[src/rtl/stall_pkg.sv]
// Shared encodings and defaults for the pipeline stall controller and its
// multiply/divide busy tracker.
package stall_pkg;

    localparam logic [2:0] MD_MULT  = 3'b000;
    localparam logic [2:0] MD_MULTU = 3'b001;
    localparam logic [2:0] MD_DIV   = 3'b010;
    localparam logic [2:0] MD_DIVU  = 3'b011;

    localparam logic [1:0] USE_D    = 2'b00;
    localparam logic [1:0] USE_E    = 2'b01;
    localparam logic [1:0] USE_NONE = 2'b11;

    localparam int unsigned MULT_CYCLES_DEF = 5;
    localparam int unsigned DIV_CYCLES_DEF  = 10;

    typedef enum logic {MdIdle, MdRun} md_state_e;

    function automatic int unsigned max_u(input int unsigned a, input int unsigned b);
        return (a > b) ? a : b;
    endfunction

endpackage

[src/rtl/md_busy_tracker.sv]
// Multiply/divide occupancy tracker: loads the op latency on a valid start and
// counts down; busy covers the start cycle plus every nonzero-count cycle.
module md_busy_tracker
    import stall_pkg::*;
#(
    parameter int unsigned MULT_CYCLES = MULT_CYCLES_DEF,
    parameter int unsigned DIV_CYCLES  = DIV_CYCLES_DEF
) (
    input  logic       clk_i,
    input  logic       reset_i,
    input  logic       start_i,
    input  logic [2:0] md_op_i,
    output logic       busy_o
);

    localparam int unsigned CntW = $clog2(max_u(MULT_CYCLES, DIV_CYCLES) + 1);
    localparam logic [CntW-1:0] MultLoad = CntW'(MULT_CYCLES);
    localparam logic [CntW-1:0] DivLoad  = CntW'(DIV_CYCLES);

    md_state_e       state_q, state_d;
    logic [CntW-1:0] cnt_q, cnt_d;
    logic            is_mult, is_div, start_ok;

    always_comb begin
        is_mult  = (md_op_i == MD_MULT) || (md_op_i == MD_MULTU);
        is_div   = (md_op_i == MD_DIV) || (md_op_i == MD_DIVU);
        start_ok = start_i && (is_mult || is_div);
    end

    always_ff @(posedge clk_i) begin
        if (reset_i) begin
            state_q <= MdIdle;
            cnt_q   <= '0;
        end else begin
            state_q <= state_d;
            cnt_q   <= cnt_d;
        end
    end

    // A start arriving while running is dropped; the D-stage stall prevents it.
    always_comb begin
        state_d = state_q;
        cnt_d   = cnt_q;
        case (state_q)
            MdIdle: begin
                if (start_ok) begin
                    cnt_d   = is_mult ? MultLoad : DivLoad;
                    state_d = MdRun;
                end
            end
            MdRun: begin
                cnt_d = cnt_q - CntW'(1);
                if (cnt_q == CntW'(1)) begin
                    state_d = MdIdle;
                end
            end
            default: begin
                state_d = MdIdle;
                cnt_d   = '0;
            end
        endcase
    end

    always_comb begin
        busy_o = start_ok || (cnt_q != '0);
    end

endmodule

[src/rtl/stall_ctrl.sv]
// Pipeline hazard/stall controller: operand hazards against E and M plus
// multiply/divide occupancy. Optional perf counters under STALL_PERF_EN.
module stall_ctrl
    import stall_pkg::*;
#(
    parameter int unsigned MULT_CYCLES = MULT_CYCLES_DEF,
    parameter int unsigned DIV_CYCLES  = DIV_CYCLES_DEF
) (
    input  logic        Clk,
    input  logic        Reset,
    input  logic [4:0]  RsD,
    input  logic [4:0]  RtD,
    input  logic [1:0]  TuseRsD,
    input  logic [1:0]  TuseRtD,
    input  logic        MDInstrD,
    input  logic        RegWriteE,
    input  logic        MemtoRegE,
    input  logic [4:0]  WriteRegE,
    input  logic        RegWriteM,
    input  logic        MemtoRegM,
    input  logic [4:0]  WriteRegM,
    input  logic        StartE,
    input  logic [2:0]  MDOpE,
    output logic        StallF,
    output logic        StallD,
    output logic        FlushE,
    output logic        BusyMD,
    output logic [31:0] HazStallCnt,
    output logic [31:0] MDStallCnt
);

    logic       busy;
    logic [1:0] tnew_e, tnew_m;
    logic       match_rs_e, match_rt_e, match_rs_m, match_rt_m;
    logic       haz_rs, haz_rt, haz_stall, md_stall, stall;

    md_busy_tracker #(
        .MULT_CYCLES (MULT_CYCLES),
        .DIV_CYCLES  (DIV_CYCLES)
    ) u_md_busy_tracker (
        .clk_i   (Clk),
        .reset_i (Reset),
        .start_i (StartE),
        .md_op_i (MDOpE),
        .busy_o  (busy)
    );

    // $0 is hardwired, so a zero destination never creates a dependency.
    always_comb begin
        tnew_e     = MemtoRegE ? 2'd2 : 2'd1;
        tnew_m     = MemtoRegM ? 2'd1 : 2'd0;
        match_rs_e = RegWriteE && (WriteRegE != 5'd0) && (WriteRegE == RsD);
        match_rt_e = RegWriteE && (WriteRegE != 5'd0) && (WriteRegE == RtD);
        match_rs_m = RegWriteM && (WriteRegM != 5'd0) && (WriteRegM == RsD);
        match_rt_m = RegWriteM && (WriteRegM != 5'd0) && (WriteRegM == RtD);
        haz_rs     = (TuseRsD != USE_NONE)
                     && ((match_rs_e && (TuseRsD < tnew_e)) || (match_rs_m && (TuseRsD < tnew_m)));
        haz_rt     = (TuseRtD != USE_NONE)
                     && ((match_rt_e && (TuseRtD < tnew_e)) || (match_rt_m && (TuseRtD < tnew_m)));
        haz_stall  = haz_rs || haz_rt;
        md_stall   = MDInstrD && busy;
        stall      = haz_stall || md_stall;
    end

    always_comb begin
        StallF = stall;
        StallD = stall;
        FlushE = stall;
        BusyMD = busy;
    end

`ifdef STALL_PERF_EN
    logic [31:0] haz_cnt_q, haz_cnt_d;
    logic [31:0] md_cnt_q, md_cnt_d;

    always_ff @(posedge Clk) begin
        if (Reset) begin
            haz_cnt_q <= '0;
            md_cnt_q  <= '0;
        end else begin
            haz_cnt_q <= haz_cnt_d;
            md_cnt_q  <= md_cnt_d;
        end
    end

    // MD waits are only attributed when no operand hazard explains the stall.
    always_comb begin
        haz_cnt_d = haz_cnt_q;
        md_cnt_d  = md_cnt_q;
        if (haz_stall) begin
            haz_cnt_d = haz_cnt_q + 32'd1;
        end else if (md_stall) begin
            md_cnt_d = md_cnt_q + 32'd1;
        end
    end

    always_comb begin
        HazStallCnt = haz_cnt_q;
        MDStallCnt  = md_cnt_q;
    end
`else
    always_comb begin
        HazStallCnt = 32'd0;
        MDStallCnt  = 32'd0;
    end
`endif

endmodule

[config.mk]
export PLATFORM = sky130hd
export DESIGN_NAME = stall_ctrl
export DESIGN_NICKNAME = d
export VERILOG_FILES = /design/src/rtl/stall_pkg.sv /design/src/rtl/md_busy_tracker.sv /design/src/rtl/stall_ctrl.sv
export SDC_FILE = /design/constraint.sdc
export NUM_CORES = 1
export LEC_CHECK = 0
export CORE_MARGIN = 2
export CORE_UTILIZATION = 29
export CTS_CLUSTER_SIZE = 12
export DETAILED_ROUTE_END_ITERATION = 7
export GPL_ROUTABILITY_DRIVEN = 0
export PLACE_DENSITY = 0.86
export SYNTH_ARGS = -nofsm -noshare
export SYNTH_HDL_FRONTEND = slang
export SYNTH_HIERARCHICAL = 1
export SYNTH_SLANG_ARGS = --single-unit
export TNS_END_PERCENT = 30
[constraint.sdc]
create_clock -name Clk -period 1.6 [get_ports Clk]
set_input_delay 0.32 -clock Clk [delete_from_list [all_inputs] [get_ports Clk]]
set_output_delay 0.32 -clock Clk [all_outputs]
set_load 0.03 [all_outputs]
==> run metrics, run 1 <==
sequential fraction of the synthesis area=8.677%; Avg Vias per Cell=4.036; Worst-path clk slew=0.04 ns; Mapped Cells=149; number of hold violations in the final report=0; Layout fillers=382; Max rail drop VDD=0.0004267 V; Setup Viol. Count Final=3; Die Ht=67.07 µm; Die ar.=4498 µm²; GRT Max-Usage Layer=met2; Register-to-Register Path Depth=3; Yosys top cell area share=42.95%; met3 Usage GRT=1.858%; Core Region=3744 µm²; Total Wirelength=2.797 mm; Crit path max-delay family=buffers and inverters; max-slew violation count=0; largest net degree at the start of global routing=13; fin util=42.31%; worst r2r dst=u_md_busy_tracker/cnt_q[3]$_SDFFE_PP0P_; Starting Density=30.82%; synthesized flop and latch total=5; PwrDens=612.9 nW/µm²; M1 GR Usage=12.05%; delay of the slowest critical-path stage=0.30 ns; CTS Hold Buffers Added=0; Post-Layout Cell Count=253; worst hold start=u_md_busy_tracker/cnt_q[1]$_SDFFE_PP0P_; initial antenna violation count=0; Clock Skews=0.0004465 ns; Worst-Skew Late Latency=0.22 ns; crit-path max FO=3; Min-Delay Path Class=flip-flop to flip-flop; slack of the worst reg-to-reg path=0.44 ns; outcome=finished, violations left; maxcap violations=0; critical path type=input pin to output pin; Placed Instances=249; Hold EP=u_md_busy_tracker/cnt_q[1]$_SDFFE_PP0P_; post-synthesis cell area=1154 µm²; achievable frequency=530.1 MHz; crit-path cells=clkdlybuf4s15_1 > buf_4 > xor2_1 > nor4_2 > o221ai_2 > nand3_2 > buf_6; vias in the first global route=889; ANT nets after route=0; clk sinks=5; most frequent cells in the layout=64 x conb_1, 17 x buf_4, 13 x xnor2_1; Post-CTS Repair Setup Buffers=0; Ports=103; Crit. End Element=output pin; commonest non-fill, non-tap cell in the layout=conb_1; number of buffers created by CTS=3; fin crit period=1.887 ns; critical path's slowest cell=nor4_2; FP Rows=22; WP data required=1.28 ns; Detailed Place HPWL=2.286 mm; Worst R2R Start=u_md_busy_tracker/state_q$_SDFF_PP0_; GRT Residual Overflow=0; routed len/inst=11.06 µm; largest area contributor in the netlist=buf_4; met2 global-route usage=21.53%; DR vias=1,021; Root Driver=clkbuf_8; area taken by multi-input logic gates=860.8 µm²; gr usage total=11.19%; Area Growth Syn to Fin=37.31%; failing checks=setup timing; Clock Tree Buf Depth=2; Hold Path Depth=2; net total in the final layout=246; DRT iter0 DRCs=53; ranking of synthesized cells by area=buf_4 43%, xnor2_1 11%, dfxtp_1 8.7%; Final Total Pwr=970.9 µW; Final Worst Setup Slack=-0.2865 ns; Avg Synthesized Cell Area=7.742 µm²; # DRC=0; H-tree levels=1; layout cells sized above 1=28.78%; first-pass GRT wire length=3.788 mm; Pre-Repair DR Iteration Count=6; CTS tree=done; Critical Path AT=1.57 ns; die width=67.07 µm; PortBufs=37; Netlist cell types=31; diode count=0; RSZ-0062 raised after global routing=true; Ys Warns=6; LEAKAGE=0.7669 nW; Seq. cell area=100.1 µm²; Setup crit start kind=input pin; sum of buffers and inverters on the critical path=3; period utilization=117.9%
[synthesized netlist by cell type, drive strengths merged]
| library cell | n |
|---|---|
| a31oi | 3 |
| nand4 | 4 |
| nor4 | 3 |
| o22a | 1 |
| a21o | 2 |
| a22oi | 1 |
| a311oi | 1 |
| and2b | 1 |
| nor2b | 1 |
| nand2 | 6 |
| nor2 | 4 |
| ha | 5 |
| or4 | 1 |
| nand3b | 2 |
| a211oi | 1 |
| nor3 | 3 |
| o221ai | 1 |
| buf | 67 |
| and4bb | 1 |
| xnor2 | 15 |
| conb | 1 |
| o21ai | 2 |
| a21oi | 3 |
| nor3b | 1 |
| o2111ai | 1 |
| xor2 | 5 |
| inv | 4 |
| dfxtp | 5 |
| nand3 | 3 |
| nand2b | 1 |
[cells by family after synthesis]
kind of cell	after synthesis	synth area share, %
buffers and inverters	71	45.23
AND/OR/NAND/NOR	31	15.29
XOR/XNOR	20	15.18
AO/OA/AOI/OAI	16	9.870
adder cells (fa/ha/maj)	5	5.423
flip-flops	5	8.677
other	1	0.3251
[sequential cells by signal, summed over array words and instances (netlist names)]
name,count
u_md_busy_tracker/cnt_q,4
u_md_busy_tracker/state_q,1
[metrics by stage]
stage	setup WS (ns)	TNS [ns]	area, µm²	hold WS [ns]
floorplan	-0.2054	-0.4489	1428	0.3846
global placement	-0.8334	-2.604	1476	0.4847
detailed placement	-0.9641	-2.992	1476	0.4939
CTS	-0.2761	-0.8241	1578	0.5033
global route	-0.3388	-1.013	1584	0.5360
finish	-0.2865	-0.8568	1584	0.5111
[worst register-to-register path, stage by stage (launching register included)]
cell and delay, ns:
dfxtp_1 0.54, and4bb_1 0.27, a31oi_1 0.13, a31oi_1 0.09
[cell type report]
type	instances	share of cell area, %
multi-input combinational	136	54.34
sequential	5	6.319
timing repair buffer	56	30.96
clock buffer	4	2.844
inverter	4	1.738
tap	48	3.791
[repair_timing]
item,in CTS,in global routing
gates cloned,0,0
pin swaps,25,3
resized for setup,96,2
setup endpoints to repair,4,4
[power breakdown]
group | total, mW | switching, mW | leakage [nW] | internal (mW)
registers | 0.152 | 0.0145 | 0.0413 | 0.137
logic | 0.581 | 0.375 | 0.703 | 0.206
clock network | 0.238 | 0.0667 | 0.0228 | 0.171
total | 0.971 | 0.456 | 0.767 | 0.515
[routing by layer]
| metal | wire, µm | part of all wire, % | up-vias |
|---|---|---|---|
| met5 | 0 | 0 | - |
| met4 | 4 | 0.14 | 0 |
| met3 | 357 | 13 | 2 |
| met2 | 1436 | 51 | 69 |
| met1 | 998 | 36 | 460 |
| li1 | - | - | 490 |
[how the worst max path moves through the flow]
stage                    from      to  cells after the start  slack (ns)
floorplan           MemtoRegE  StallD                      8       -0.21
global placement    MemtoRegE  FlushE                      9       -0.83
detailed placement  MemtoRegE  StallD                      9       -0.96
CTS                 MemtoRegE  StallD                      9       -0.28
global route        MemtoRegE  StallD                      9       -0.34
finish                 RsD[3]  StallD                      7       -0.29
No activity file was read; power rests on OpenSTA's default activity.
==> inputs of run 2 (changes only) <==
--- a/config.mk
+++ b/config.mk
@@ -6,11 +6,11 @@
 export NUM_CORES = 1
 export LEC_CHECK = 0
 export CORE_MARGIN = 2
-export CORE_UTILIZATION = 29
+export CORE_UTILIZATION = 34
 export CTS_CLUSTER_SIZE = 12
 export DETAILED_ROUTE_END_ITERATION = 7
 export GPL_ROUTABILITY_DRIVEN = 0
-export PLACE_DENSITY = 0.86
+export PLACE_DENSITY = 0.94
 export SYNTH_ARGS = -nofsm -noshare
 export SYNTH_HDL_FRONTEND = slang
 export SYNTH_HIERARCHICAL = 1
==> constraint.sdc (replaced) <==
create_clock -name Clk -period 2.21 [get_ports Clk]
set_input_delay 0.5525 -clock Clk [delete_from_list [all_inputs] [get_ports Clk]]
set_output_delay 0.5525 -clock Clk [all_outputs]
set_load 0.03 [all_outputs]
==> run metrics, run 2 (same netlist as run 1, synthesis figures left out) <==
DRT iter0 DRCs=40 (was 53); WP data required=1.66 ns (was 1.28 ns); largest net degree at the start of global routing=13 (unchanged); routed len/inst=11.33 µm (was 11.06 µm); Psw=317.9 µW (was 456.0 µW); Root Driver=clkbuf_4 (was clkbuf_8); Min-Delay Path Class=flip-flop to flip-flop (unchanged); Die Ht=62.25 µm (was 67.07 µm); Clock Skews=0.004621 ns (was 0.0004465 ns); failing checks=setup timing (unchanged); Hold Path Depth=2 (unchanged); vias in the first global route=934 (was 889); combinational power share=65.8% (was 59.8%); Final Worst Setup Slack=-0.1503 ns (was -0.2865 ns); Clock Tree Buf Depth=2 (unchanged); Core Region=3284 µm² (was 3744 µm²); net total in the final layout=244 (was 246); LEAKAGE=0.7761 nW (was 0.7669 nW); Starting Density=35.12% (was 30.82%); Pre-Repair DR Iteration Count=4 (was 6); GRT Residual Overflow=0 (unchanged); ANT nets after route=0 (unchanged); cell internal pwr=318.8 µW (was 514.9 µW); max-slew violation count=0 (unchanged); clk sinks=5 (unchanged); commonest non-fill, non-tap cell in the layout=conb_1 (unchanged); crit-path max FO=3 (unchanged); critical path type=input pin to output pin (unchanged); Crit. End Element=output pin (unchanged); Setup Viol. Count Final=3 (unchanged); most frequent cells in the layout=64 x conb_1, 18 x buf_4, 10 x buf_6 (was 64 x conb_1, 17 x buf_4, 13 x xnor2_1); first-pass GRT wire length=4.291 mm (was 3.788 mm); achievable frequency=423.7 MHz; Area Growth Syn to Fin=37.09% (was 37.31%); diode count=0 (unchanged); Switching Share=49.93% (was 46.97%); worst hold margin=0.5037 ns (was 0.5111 ns); RSZ-0062 raised after global routing=true (unchanged); maxcap violations=0 (unchanged); Total Wirelength=2.822 mm (was 2.797 mm); Register-to-Register Path Depth=4 (was 3); initial antenna violation count=0 (unchanged); biggest regs=u_md_busy_tracker/cnt_q x4, u_md_busy_tracker/state_q x1 (unchanged); H-tree levels=1 (unchanged); PortBufs=37 (unchanged); Worst-path clk slew=0.04 ns (about the same); number of buffers created by CTS=3 (unchanged); Ports=103 (unchanged); period utilization=106.8%; Critical Path AT=1.81 ns (was 1.57 ns); TNS Setup=-0.4463 ns (was -0.8568 ns); CTS Hold Buffers Added=0 (unchanged); Largest register FFs=4 (unchanged); Detailed Place HPWL=2.159 mm (was 2.286 mm); fin crit period=2.360 ns; Clk network pwr share=16.7% (was 24.5%); layout cells sized above 1=31.03% (was 28.78%); die width=62.25 µm (was 67.07 µm); CTS tree=done (unchanged); Die ar.=3875 µm² (was 4498 µm²); FP Rows=21 (was 22); Worst-Skew Late Latency=0.24 ns (was 0.22 ns); outcome=finished, violations left (unchanged); # DRC=0 (unchanged); PwrDens=402.6 nW/µm² (was 612.9 nW/µm²); Max rail drop VDD=0.0003028 V (was 0.0004267 V); Avg Vias per Cell=4.016 (was 4.036); gr usage total=14.07% (was 11.19%); Largest Register=u_md_busy_tracker/cnt_q (unchanged); DR vias=1,000 (was 1,021); Setup crit start kind=input pin (unchanged); worst slack, placed=-0.7327 ns (was -0.9641 ns); number of hold violations in the final report=0 (unchanged); Seq pwr share=17.5% (was 15.7%)
-- run 2: cell types whose count changed in the layout (fill, tap and decap cells not counted), moves of 3 or more --
| cell | before | now |
|---|---|---|
| clkbuf_4 | 0 | 3 |
| clkdlybuf4s15_2 | 5 | 1 |
| clkbuf_8 | 3 | 0 |
| xnor2_2 | 2 | 8 |
| buf_6 | 7 | 10 |
| xnor2_1 | 13 | 7 |
-- run 2: critical path, cell delays in order --
cell and delay (ns):
buf_12 0.11, inv_12 0.04, ha_4 0.19, a21oi_2 0.12
nand4_1 0.14, nor4_2 0.23, o221ai_2 0.14, nand3_2 0.13
buf_6 0.14
-- run 2: repair_timing --
item / 4_1_cts / 5_1_grt
cloned: 0 / 0
pin swaps: 23 / 2
setup endpoints to repair: 3 / 4
gates resized for setup: 111 / 6
setup buffers: 1 / 0
-- run 2: through the flow --
stage	util, %	std cells	power [mW]	cell area, µm²
after floorplan	-	212	0.4630	1428
after global placement	44.19	244	0.4923	1451
after detailed placement	44.19	244	0.5008	1451
after CTS	47.35	249	0.6307	1555
after global routing	48.15	249	0.6754	1582
final	48.15	249	0.6367	1582
-- run 2: final timing paths --
| check | start | end | slack, ns |
|---|---|---|---|
| max | MemtoRegE | FlushE | -0.15 |
| min | u_md_busy_tracker/cnt_q[1]$_SDFFE_PP0P_ | u_md_busy_tracker/cnt_q[1]$_SDFFE_PP0P_ | 0.50 |
| min reg2reg | u_md_busy_tracker/cnt_q[1]$_SDFFE_PP0P_ | u_md_busy_tracker/cnt_q[1]$_SDFFE_PP0P_ | 0.50 |
| max reg2reg | u_md_busy_tracker/cnt_q[0]$_SDFFE_PP0P_ | u_md_busy_tracker/cnt_q[1]$_SDFFE_PP0P_ | 1.03 |
-- run 2: power by group through the flow --
stage | sequential [mW] | combinational [mW] | clock [mW]
final | 0.112 | 0.419 | 0.106
after global routing | 0.112 | 0.444 | 0.119
after CTS | 0.111 | 0.407 | 0.113
after detailed placement | 0.113 | 0.388 | 0
after global placement | 0.112 | 0.380 | 0
after floorplan | 0.108 | 0.355 | 0
-- run 2: routing by layer --
metal	vias up	global-route usage (%)	wire length, µm
met5	-	0	0
met4	0	5.278	84
met3	6	3.804	201
met2	48	28.26	1567
met1	467	13.41	969
li1	479	-	-
-- run 2: layout make-up --
cell class / count / area (µm²)
Timing Repair Buffer: 54 / 476.7
Fill cell: 332 / 1703
Clock buffer: 4 / 26.28
Multi-Input combinational cell: 136 / 893.4
Tap cell: 46 / 57.56
Inverter: 4 / 27.53
Sequential cell: 5 / 100.1
